$ cat src/rtl/otter_pkg.sv
// rtl/otter_pkg.sv - shared OTTER opcode, func3, pc_sel and branch-resolve state definitions
package otter_pkg;

    localparam logic [6:0] OPC_BRANCH = 7'b1100011;
    localparam logic [6:0] OPC_JAL    = 7'b1101111;
    localparam logic [6:0] OPC_JALR   = 7'b1100111;

    localparam logic [2:0] F3_BEQ  = 3'b000;
    localparam logic [2:0] F3_BNE  = 3'b001;
    localparam logic [2:0] F3_BLT  = 3'b100;
    localparam logic [2:0] F3_BGE  = 3'b101;
    localparam logic [2:0] F3_BLTU = 3'b110;
    localparam logic [2:0] F3_BGEU = 3'b111;

    typedef enum logic [1:0] {
        PC_SEL_PC4    = 2'd0,
        PC_SEL_JALR   = 2'd1,
        PC_SEL_BRANCH = 2'd2,
        PC_SEL_JAL    = 2'd3
    } pc_sel_e;

    typedef enum logic [1:0] {
        ST_IDLE     = 2'd0,
        ST_REDIRECT = 2'd1,
        ST_FLUSH    = 2'd2
    } br_state_e;

endpackage

$ cat src/rtl/br_taken_decode.sv
// rtl/br_taken_decode.sv - combinational opcode/func3/flag decode into taken, pc_sel and illegal
module br_taken_decode
    import otter_pkg::*;
(
    input  logic [6:0] opcode_i,
    input  logic [2:0] func3_i,
    input  logic       br_eq_i,
    input  logic       br_lt_i,
    input  logic       br_ltu_i,
    output logic       taken_o,
    output pc_sel_e    sel_o,
    output logic       illegal_o,
    output logic       is_branch_o
);

    always_comb begin
        taken_o     = 1'b0;
        sel_o       = PC_SEL_PC4;
        illegal_o   = 1'b0;
        is_branch_o = 1'b0;
        case (opcode_i)
            OPC_BRANCH: begin
                is_branch_o = 1'b1;
                sel_o       = PC_SEL_BRANCH;
                case (func3_i)
                    F3_BEQ:  taken_o = br_eq_i;
                    F3_BNE:  taken_o = !br_eq_i;
                    F3_BLT:  taken_o = br_lt_i;
                    F3_BGE:  taken_o = !br_lt_i;
                    F3_BLTU: taken_o = br_ltu_i;
                    F3_BGEU: taken_o = !br_ltu_i;
                    default: illegal_o = 1'b1;
                endcase
            end
            OPC_JAL: begin
                taken_o = 1'b1;
                sel_o   = PC_SEL_JAL;
            end
            OPC_JALR: begin
                taken_o = 1'b1;
                sel_o   = PC_SEL_JALR;
            end
            default: ;
        endcase
    end

endmodule

$ cat src/rtl/branch_resolve_unit.sv
// rtl/branch_resolve_unit.sv - EX-stage branch/jump resolution: registered redirect then fixed flush
// Optional performance counters are built when BR_PERF_CNT_EN is defined.
module branch_resolve_unit
    import otter_pkg::*;
#(
    parameter int unsigned FLUSH_CYCLES = 2
) (
    input  logic        clk,
    input  logic        rst_n,
    input  logic        ex_valid,
    input  logic        stall,
    input  logic [6:0]  opcode,
    input  logic [2:0]  func3,
    input  logic        br_eq,
    input  logic        br_lt,
    input  logic        br_ltu,
    input  logic [31:0] branch_tgt,
    input  logic [31:0] jal_tgt,
    input  logic [31:0] jalr_tgt,
    output logic        redirect,
    output logic [1:0]  pc_sel,
    output logic [31:0] target_out,
    output logic        flush,
    output logic        illegal_br
`ifdef BR_PERF_CNT_EN
    ,
    output logic [31:0] taken_cnt,
    output logic [31:0] branch_cnt
`endif
);

    // Number of FLUSH-state cycles that follow the REDIRECT cycle.
    localparam logic [2:0] FLUSH_LOAD = 3'(FLUSH_CYCLES - 1);

    br_state_e   state_q, state_d;
    pc_sel_e     sel_q, sel_d;
    logic [31:0] target_q, target_d;
    logic [2:0]  cnt_q, cnt_d;
    logic        illegal_q, illegal_d;

    logic        dec_taken, dec_illegal, dec_is_branch;
    pc_sel_e     dec_sel;
    logic        sample;

    br_taken_decode u_decode (
        .opcode_i    (opcode),
        .func3_i     (func3),
        .br_eq_i     (br_eq),
        .br_lt_i     (br_lt),
        .br_ltu_i    (br_ltu),
        .taken_o     (dec_taken),
        .sel_o       (dec_sel),
        .illegal_o   (dec_illegal),
        .is_branch_o (dec_is_branch)
    );

    // Only IDLE evaluates EX; anything seen during REDIRECT/FLUSH is a shadow instruction.
    assign sample = (state_q == ST_IDLE) && ex_valid && !stall;

    always_comb begin
        state_d   = state_q;
        sel_d     = sel_q;
        target_d  = target_q;
        cnt_d     = cnt_q;
        illegal_d = sample && dec_illegal;
        case (state_q)
            ST_IDLE: begin
                if (sample && dec_taken) begin
                    state_d = ST_REDIRECT;
                    sel_d   = dec_sel;
                    case (dec_sel)
                        PC_SEL_JALR: target_d = jalr_tgt & 32'hFFFF_FFFE;
                        PC_SEL_JAL:  target_d = jal_tgt;
                        default:     target_d = branch_tgt;
                    endcase
                end
            end
            ST_REDIRECT: begin
                if (!stall) begin
                    cnt_d   = FLUSH_LOAD;
                    state_d = (FLUSH_LOAD == 3'd0) ? ST_IDLE : ST_FLUSH;
                end
            end
            ST_FLUSH: begin
                if (!stall) begin
                    cnt_d = cnt_q - 3'd1;
                    if (cnt_q <= 3'd1) state_d = ST_IDLE;
                end
            end
            default: state_d = ST_IDLE;
        endcase
    end

    always_ff @(posedge clk or negedge rst_n) begin
        if (!rst_n) begin
            state_q   <= ST_IDLE;
            sel_q     <= PC_SEL_PC4;
            target_q  <= 32'd0;
            cnt_q     <= 3'd0;
            illegal_q <= 1'b0;
        end else begin
            state_q   <= state_d;
            sel_q     <= sel_d;
            target_q  <= target_d;
            cnt_q     <= cnt_d;
            illegal_q <= illegal_d;
        end
    end

    assign redirect   = (state_q == ST_REDIRECT);
    assign flush      = (state_q != ST_IDLE);
    assign pc_sel     = (state_q == ST_REDIRECT) ? sel_q : PC_SEL_PC4;
    assign target_out = target_q;
    assign illegal_br = illegal_q;

`ifdef BR_PERF_CNT_EN
    logic [31:0] taken_cnt_q, branch_cnt_q;

    always_ff @(posedge clk or negedge rst_n) begin
        if (!rst_n) begin
            taken_cnt_q  <= 32'd0;
            branch_cnt_q <= 32'd0;
        end else begin
            if (sample && dec_is_branch) branch_cnt_q <= branch_cnt_q + 32'd1;
            if (sample && dec_taken)     taken_cnt_q  <= taken_cnt_q + 32'd1;
        end
    end

    assign taken_cnt  = taken_cnt_q;
    assign branch_cnt = branch_cnt_q;
`else
    logic unused_is_branch;
    assign unused_is_branch = dec_is_branch;
`endif

endmodule

$ cat config.mk
export PLATFORM = sky130hd
export DESIGN_NAME = branch_resolve_unit
export DESIGN_NICKNAME = d
export VERILOG_FILES = /design/src/rtl/otter_pkg.sv /design/src/rtl/br_taken_decode.sv /design/src/rtl/branch_resolve_unit.sv
export SDC_FILE = /design/constraint.sdc
export NUM_CORES = 1
export LEC_CHECK = 0
export BUFFER_PORTS_ARGS = -buffer_cell sky130_fd_sc_hd__buf_2
export CORE_MARGIN = 2
export CORE_UTILIZATION = 39
export CTS_BUF_LIST = sky130_fd_sc_hd__clkbuf_16
export CTS_CLUSTER_SIZE = 12
export DETAILED_ROUTE_END_ITERATION = 10
export GPL_ROUTABILITY_DRIVEN = 1
export GPL_TIMING_DRIVEN = 0
export MAX_ROUTING_LAYER = met4
export PLACE_DENSITY_LB_ADDON = 0.25
export SYNTH_ARGS = -nofsm -noshare
export SYNTH_HDL_FRONTEND = slang
export SYNTH_HIERARCHICAL = 1
export SYNTH_SLANG_ARGS = --single-unit
$ cat constraint.sdc
create_clock -name clk -period 1.65 [get_ports clk]
set_input_delay 0.165 -clock clk [delete_from_list [all_inputs] [get_ports clk]]
set_output_delay 0.165 -clock clk [all_outputs]
set_load 0.005 [all_outputs]
==> results.sh <==
export IMPL_r2r_end="target_out[8]"
export IMPL_htreeDepth=2
export IMPL_grt_max_degree=41
export IMPL_wl_met3_um=277
export IMPL_rows=29
export IMPL_wl_met2_um=3019
export IMPL_rsz0062_at_grt="yes"
export IMPL_routed_wl_um=6181
export IMPL_dr_total_vias=2254
export IMPL_worst_r2r_startpoint="state_q[0]"
export IMPL_syn_avg_cell_area_um2=10.66
export IMPL_port_buffers=147
export IMPL_die_area_mm2=0.007026
export IMPL_tightest_slew_ns=0.8996
export IMPL_path_clk_slew_ns=0.06
export IMPL_peakVddDrop_uv=451.8
export IMPL_clkSinkCount=40
export IMPL_gr_total_overflow=0
export IMPL_cts_tree="yes"
export IMPL_drv_slew=0
export IMPL_synth_nets=347
export IMPL_fin_setup_tns_ns=0
export IMPL_cts_buffers=5
export IMPL_firstDrtPassIters=6
export IMPL_r2r_cells=5
export IMPL_cts_path_max_buffers=2
export IMPL_worst_r2r_setup_slack_ns=0.01
export IMPL_status="finished clean"
export IMPL_placed_area_mm2=0.003331
export IMPL_switching_share_pct=25.17
export IMPL_route_detailed_drc=0
export IMPL_seq_power_share_pct=43.6
export IMPL_die_h_um=83.82
export IMPL_clock_root_buffer="clkbuf_16"
export IMPL_start_util_pct=39.82
export IMPL_path_max_fanout=10
export IMPL_antenna_found_initial=0
export IMPL_power_mw=2.675
export IMPL_hold_buffers=0
export IMPL_top_layer="met4"
export IMPL_startpoint="state_q[0]"
export IMPL_final_min_clock_period_ns=1.637
export IMPL_fin_util_pct=56.98
export IMPL_finalSetupViolCount=0
export IMPL_dp_final_hpwl_um=4737
export IMPL_crit_path_start_kind="flop"
export IMPL_hold_viol_final=0
export IMPL_layout_nets=508
export IMPL_fin_area_mm2=0.003556
export IMPL_wl_per_cell_um=13.12
export IMPL_syn_inst=233
export IMPL_chipWidth_um=83.82
export IMPL_drtIter0Drc=93
export IMPL_cap_viol_max_count=0
export IMPL_antennaDiodeCount=0
export IMPL_grt_pass1_wl_um=10140
export IMPL_synth_area_mm2=0.002485
export IMPL_ant_nets=0
export IMPL_slew_headroom_pct=40.03
export IMPL_fin_crit_sh_pct=99.21
export IMPL_max_freq_mhz=610.9
export IMPL_required_ns=1.81
export IMPL_crit_type="flop to flop"
export IMPL_p_clk_share_pct=33.8
export IMPL_clkLatencyLatePin_ns=0.27
export IMPL_internal_power_mw=2.002
export IMPL_hp_class="input pin to asynchronous set/reset pin"
export IMPL_p_switching_mw=0.6732
export IMPL_m1WireLength_um=2822
export IMPL_p_leak_nw=1.979
export IMPL_crit_arrival_ns=1.79
export IMPL_crit_path_end_kind="flop"
export IMPL_fin_skew_ns=0.003816
export IMPL_coreArea_mm2=0.006241
export IMPL_gp_congestion=0.7933
export IMPL_power_density_mw_per_mm2=752.2
export IMPL_p_comb_share_pct=22.6
export IMPL_whs_ns=0.01880
export IMPL_io_pins=150
export IMPL_viasPerCell=4.786
export IMPL_track_usage_pct=18.12
export IMPL_drive_gt1_share_pct=54.31
export IMPL_yosysWarningCount=6
export IMPL_grt_pass1_vias=2165
export IMPL_syn_to_final_growth_pct=43.10
-- worst max-delay path, stage by stage (launching register included) --
cell	delay, ns
dfrtp_1	0.37
buf_6	0.14
nor4b_4	0.36
nand2_4	0.15
buf_6	0.20
mux2_4	0.30
-- per-layer routing --
layer / vias up / GRT usage, %
li1: 1141 / -
met1: 1045 / 23.15
met2: 64 / 30.25
met3: 4 / 3.165
met4: 0 / 4.106
met5: - / -
-- worst max path at each step --
| stage | end | cells after the start |
|---|---|---|
| finish | target_out[8] | 5 |
| global route | target_out[8] | 5 |
| CTS | target_out[19] | 9 |
| detailed placement | target_out[16] | 8 |
| global placement | target_out[3] | 8 |
| floorplan | target_out[10] | 8 |
-- power by group through the flow --
| stage | clock [mW] | sequential, mW | combinational, mW |
|---|---|---|---|
| after floorplan | 0 | 1.18 | 0.315 |
| after global placement | 0 | 1.18 | 0.587 |
| after detailed placement | 0 | 1.18 | 0.605 |
| after CTS | 0.940 | 1.17 | 0.611 |
| after global routing | 0.977 | 1.18 | 0.686 |
| final | 0.904 | 1.17 | 0.605 |
-- state kept, by name, summed over array words and instances, names as in the netlist --
signal and count:
sel_q 2, illegal_br 1, state_q 2, cnt_q 3, target_out 32
-- final cells by class --
type                       instances  area, um2
timing repair buffer             154      788.3
inverter                           6      22.52
multi-input combinational        171       1376
clock buffer                       5      125.1
buffer                            16      132.6
sequential                        40       1002
tap                               77      96.34
clock inverter                     2      12.51
fill                             580       2685
-- cells in the final DEF, fill, tap and decap left out, drive strengths merged --
master,count
mux2i,31
clkinv,1
nor4b,1
nor2b,6
nor2,37
nand3,1
xor2,3
o21ai,1
nand2b,1
o22ai,1
a31oi,2
nor4,1
nand4,1
mux2,33
clkinvlp,1
o22a,1
o2bb2ai,1
nor3,3
inv,6
dfrtp,40
nor3b,1
nand2,3
buf,162
ha,1
a311oi,1
nor4bb,1
and2,3
a22o,1
a21oi,35
a22oi,1
clkbuf,13
-- through the flow --
stage,worst slack (ns),instances
after floorplan,-0.01873,233
after global placement,-0.4911,457
after detailed placement,-0.5206,457
after CTS,-0.01984,465
after global routing,-0.04709,471
final,0.01311,471
-- repair_timing --
action,CTS,global route
pin swaps,1,2
resized for setup,9,6
setup buffers,1,6
setup endpoints to repair,34,30
(Power assumes the default switching activity.)
